[src/rtl/ntt_seq_ctrl.sv]
// ntt_seq_ctrl
//
// Sequencer for the polynomial-arithmetic datapath. It accepts one start
// request with an operation code and steps the address generator through one
// full pass. It also produces read/write enables that line up with the
// datapath's read-to-write pipeline, and it pulses done when the pass ends.
//
// Ports
//   clk          rising-edge clock
//   rst          synchronous, active-low reset
//   start        operation request, sampled only while idle
//   op           operation code captured with start (0 NTT, 1 INVNTT, 2 MULT, 3 illegal)
//   mode         registered op, drives the address generator's mode input
//   clk_counter  registered pass counter, drives the address generator's counter input
//   stage        butterfly stage (clk_counter[7:5]) for NTT/INVNTT, otherwise 0
//   rd_en        datapath read/compute enable
//   wr_en        memory write enable, aligned with the address generator's w_addr
//   busy         high from the first RUN cycle through the DONE cycle
//   done         one-cycle completion pulse
module ntt_seq_ctrl #(
  parameter int NTT_LEN    = 224,
  parameter int MULT_LEN   = 140,
  parameter int PIPE_DEPTH = 6
) (
  input  logic       clk,
  input  logic       rst,
  input  logic       start,
  input  logic [1:0] op,
  output logic [1:0] mode,
  output logic [7:0] clk_counter,
  output logic [2:0] stage,
  output logic       rd_en,
  output logic       wr_en,
  output logic       busy,
  output logic       done
);

  typedef enum logic [1:0] {
    S_IDLE,
    S_RUN,
    S_DRAIN,
    S_DONE
  } state_t;

  localparam logic [1:0] OP_MULT    = 2'd2;
  localparam logic [1:0] OP_ILLEGAL = 2'd3;

  localparam logic [7:0] NTT_LAST   = 8'(NTT_LEN - 1);
  localparam logic [7:0] MULT_LAST  = 8'(MULT_LEN - 1);
  localparam logic [2:0] DRAIN_LAST = 3'(PIPE_DEPTH - 1);

  // MULT writes begin once the 12-cycle fill is over, then once per 4-cycle row.
  localparam logic [7:0] MULT_FILL  = 8'd12;

  state_t                state;
  state_t                next_state;
  logic                  accept;
  logic                  run_last;
  logic                  drain_last;
  logic                  is_mult;
  logic [2:0]            drain_cnt;
  logic [PIPE_DEPTH-1:0] wr_pipe;

  assign is_mult    = (mode == OP_MULT);
  assign run_last   = is_mult ? (clk_counter == MULT_LAST) : (clk_counter == NTT_LAST);
  assign drain_last = (drain_cnt == DRAIN_LAST);

  // NOTE: every signal written here gets a default first, so no path through
  // the case leaves it unassigned and no latch is inferred.
  always_comb begin
    next_state = state;
    accept     = 1'b0;
    case (state)
      S_IDLE: begin
        if (start && (op != OP_ILLEGAL)) begin
          accept     = 1'b1;
          next_state = S_RUN;
        end
      end
      S_RUN: begin
        if (run_last) next_state = is_mult ? S_DONE : S_DRAIN;
      end
      S_DRAIN: begin
        if (drain_last) next_state = S_DONE;
      end
      S_DONE: next_state = S_IDLE;
      default: next_state = S_IDLE;
    endcase
  end

  // NOTE: state is updated with non-blocking assignments so every register
  // samples values from before the edge, whatever the statement order.
  always_ff @(posedge clk) begin
    if (!rst) begin
      state       <= S_IDLE;
      mode        <= 2'd0;
      clk_counter <= 8'd0;
      drain_cnt   <= 3'd0;
      rd_en       <= 1'b0;
      busy        <= 1'b0;
      done        <= 1'b0;
      // NOTE: the delay line is a handful of flops, not a memory; it must be
      // cleared here so a reset mid-pass cannot release stale write enables.
      wr_pipe     <= '0;
    end else begin
      state <= next_state;

      // Status flags are registered from next_state so they line up with the
      // state they describe.
      rd_en <= (next_state == S_RUN);
      busy  <= (next_state != S_IDLE);
      done  <= (next_state == S_DONE);

      if (accept) begin
        mode        <= op;
        clk_counter <= 8'd0;
      end else if ((state == S_RUN) && !run_last) begin
        clk_counter <= clk_counter + 8'd1;
      end else if (next_state == S_IDLE) begin
        clk_counter <= 8'd0;
      end

      if (state == S_DRAIN) drain_cnt <= drain_cnt + 3'd1;
      else                  drain_cnt <= 3'd0;

      // The pipe runs in every mode but only feeds wr_en for NTT/INVNTT;
      // clearing it on accept keeps a previous pass from leaking into this one.
      if (accept) wr_pipe <= '0;
      else        wr_pipe <= {wr_pipe[PIPE_DEPTH-2:0], rd_en};
    end
  end

  always_comb begin
    wr_en = wr_pipe[PIPE_DEPTH-1];
    if (is_mult) begin
      wr_en = (state == S_RUN) && (clk_counter >= MULT_FILL) && (clk_counter[1:0] == 2'd3);
    end
  end

  assign stage = (!is_mult && (state != S_IDLE)) ? clk_counter[7:5] : 3'd0;

endmodule
[config.mk]
export PLATFORM = sky130hd
export DESIGN_NAME = ntt_seq_ctrl
export DESIGN_NICKNAME = d
export VERILOG_FILES = /design/src/rtl/ntt_seq_ctrl.sv
export SDC_FILE = /design/constraint.sdc
export NUM_CORES = 1
export LEC_CHECK = 0
export CAP_MARGIN = 20
export CORE_AREA = 2 2 50 52
export DETAILED_ROUTE_END_ITERATION = 8
export DIE_AREA = 0 0 52 54
export HOLD_SLACK_MARGIN = 0.15
export PLACE_DENSITY = 0.86
export SLEW_MARGIN = 15
export SYNTH_ARGS = -nofsm -noshare
export SYNTH_HDL_FRONTEND = slang
export SYNTH_SLANG_ARGS = --single-unit
[constraint.sdc]
create_clock -name clk -period 3 [get_ports clk]
set_clock_uncertainty 0.1 [all_clocks]
set_input_delay 0.6 -clock clk [delete_from_list [all_inputs] [get_ports clk]]
set_output_delay 0.6 -clock clk [all_outputs]
set_load 0.03 [all_outputs]
==> results.yml <==
outcome:
  outcome: "finished clean"
cells_and_area:
  post-route-util_pct: 60.6
  drive_above_1_share_pct: 9.29
  final_common_cell: "dfxtp_1"
  layout_common_cells: "dfxtp_1 (24), clkdlybuf4s50_1 (20), and2_1 (10), nand2_1 (10)"
  antenna_cells: 0
  nFillCells: 201
  syn_to_final_growth_pct: 27.5
  nets: 150
routing:
  routedWlPerCell_um: 13.2
  drt-total-wl_um: 2250
  drt_iter0_markers: 6
  via_count: 886
  first_pass_iters: 4
  drc_errors: 0
  avgViaCountPerCell: 5.21
  ant_nets: 0
clock_tree:
  cts_tree: "built"
  cts_htree_levels: 1
  cts-root-buf: "clkbuf_4"
  clkTransAtPathRegs_ns: 0.13
  post_cts_buffers: 0
  holdBufCountCts: 0
  cts_resized: 0
  cts.sinks: 24
  clock_path_buffers: 2
  cts_buffers: 3
  clock_latency_ns: 0.31
global_route:
  grt_usage_pct: 18.7
  met2_usage_pct: 32.7
  grt_pass1_vias: 863
  antenna_found_initial: 0
  grt-ovfl-total: 0
  grt.busiest_layer: "met2"
  grt_max_degree: 15
  use_met1_pct: 21.6
  grt_pass1_wl_um: 3820
  globalRouteMet3Util_pct: 3.61
place:
  gp_congestion: 0.772
  hpwlAfterDp_um: 1640
  io_buffers: 21
  place_ws_ns: 0.369
sta:
  tns_ns: 0
  worstMarginPinSlew_ns: 0.524
  max_freq_mhz: 381
  fin_crit_ns: 2.62
  whs_ns: 0.347
  maxSlewHeadroom_pct: 64.9
  finalSetupViolCount: 0
  rsz0062_at_grt: "no"
  hold_viol_final: 0
  layout_setup_ws_ns: 0.375
  timing.final.crit_share_pct: 87.5
  maxSlewViolCount: 0
synthesis:
  synthDistinctLibCells: 36
  synth_area_um2: 1100
  syn-mean-instance-area_um2: 9.59
  synth.ff_latch_count: 24
  yosys_warnings: 0
  dominantRegCellSynth: "dfxtp_1"
  synth_nets: 124
  postSynth.asyncResetShare_pct: 0
  synth_edf_count: 0
  synth-seq-area-share_pct: 43.6
  syn_inst: 115
pwr:
  power_density_nw_per_um2: 448
  p_leak_nw: 0.574
  total_power_w: 0.000629
  ir_drop_mv: 0.368
worst_setup_path:
  crit_chain: "or4_2 > o211ai_1 > o21ai_0 > dlymetal6s2s_1"
  rr_worst_depth: 5
  crit_fanout: 9
  cpPeakStageDelay_ns: 0.67
  cp-start-kind: "flip-flop"
  crit_slowest_cell: "or4_2"
  worstSetupPathType: "flip-flop to output port"
  critical_path_required_ns: 2.30
  cp.arrival_ns: 1.92
  end_kind: "output port"
die:
  die_x_um: 52
  boundaryPins: 22
  die_h_um: 54
  die_area_um2: 2810
  row_count: 18
  initial_utilization_pct: 47.5
  coreArea_um2: 2320
flow_run:
  drv_cap: 0
min_path:
  worstHoldPathCells: 1
  hp-class: "flip-flop to flip-flop"
## final cells by class
cell class | count | area [µm²] | area share [%]
tap | 30 | 37.5 | 2.67
sequential | 24 | 480 | 34.2
multi-input combinational | 84 | 596 | 42.4
timing repair buffer | 21 | 213 | 15.1
clock buffer | 3 | 22.5 | 1.60
clock inverter | 1 | 30.0 | 2.14
inverter | 7 | 26.3 | 1.87
## synth_stat cells, types with 2 or more instances
cell / count / area (µm²)
o21ai_0: 6 / 30.0
mux2i_1: 2 / 20.0
o211ai_1: 2 / 15.0
ha_1: 4 / 50.1
inv_1: 7 / 26.3
or3_1: 4 / 25.0
nand3_1: 8 / 40.0
nor2_1: 8 / 30.0
nand4_1: 2 / 12.5
o21a_1: 2 / 15.0
dfxtp_1: 24 / 480
a21oi_1: 2 / 10.0
nand2_1: 10 / 37.5
nor2b_1: 2 / 12.5
o31ai_1: 2 / 15.0
and2_1: 10 / 62.6
## stage by stage
step / std cells / cell area (µm²)
final: 170 / 1410
after global routing: 170 / 1410
after CTS: 170 / 1400
after detailed placement: 166 / 1350
after global placement: 166 / 1350
after floorplan: 115 / 1100
## path summary, 6_finish.rpt
| check | startpoint | endpoint | slack (ns) |
|---|---|---|---|
| worst max-delay path | clk_counter[5] | wr_en | 0.38 |
| worst min-delay path | wr_pipe[1] | wr_pipe[2] | 0.35 |
| worst max register to register | clk_counter[1] | clk_counter[2] | 0.92 |
| worst min register to register | wr_pipe[1] | wr_pipe[2] | 0.35 |
## per-layer routing
metal  vias up  routed length, µm
met4         0                 38
li1        451                  -
met2        20               1080
met3         6                113
met5         -                  0
met1       409               1020
## sequential cells by signal (all words and copies together), names as in the netlist
register     flops
busy             1
clk_counter      8
done             1
drain_cnt        3
mode             2
rd_en            1
state            2
wr_pipe          6
## cells by family after synthesis
kind of cell / count (synthesis) / share of synthesized area (%)
AOI/OAI and AO/OA: 21 / 16.1
adders and majority gates: 4 / 4.54
xor gates and xnor gates: 2 / 1.59
muxes: 3 / 3.86
buffers and inverters: 7 / 2.38
DFF: 24 / 43.6
and+or+nand+nor: 54 / 27.9
## where the power goes
part	total, W	internal [W]	switching [W]
sequential	0.000333	0.000326	0.00000625
clock	0.000230	0.000135	0.0000945
combinational	0.0000668	0.0000285	0.0000382
total	0.000629	0.000490	0.000139
## worst max-delay path, delay by kind of cell (launching register included)
family	cells	cell delay, ns
and+or+nand+nor	1	0.67
DFF	1	0.39
AOI/OAI and AO/OA	2	0.30
buffers and inverters	1	0.24
No activity file was read; power rests on OpenSTA's default activity.
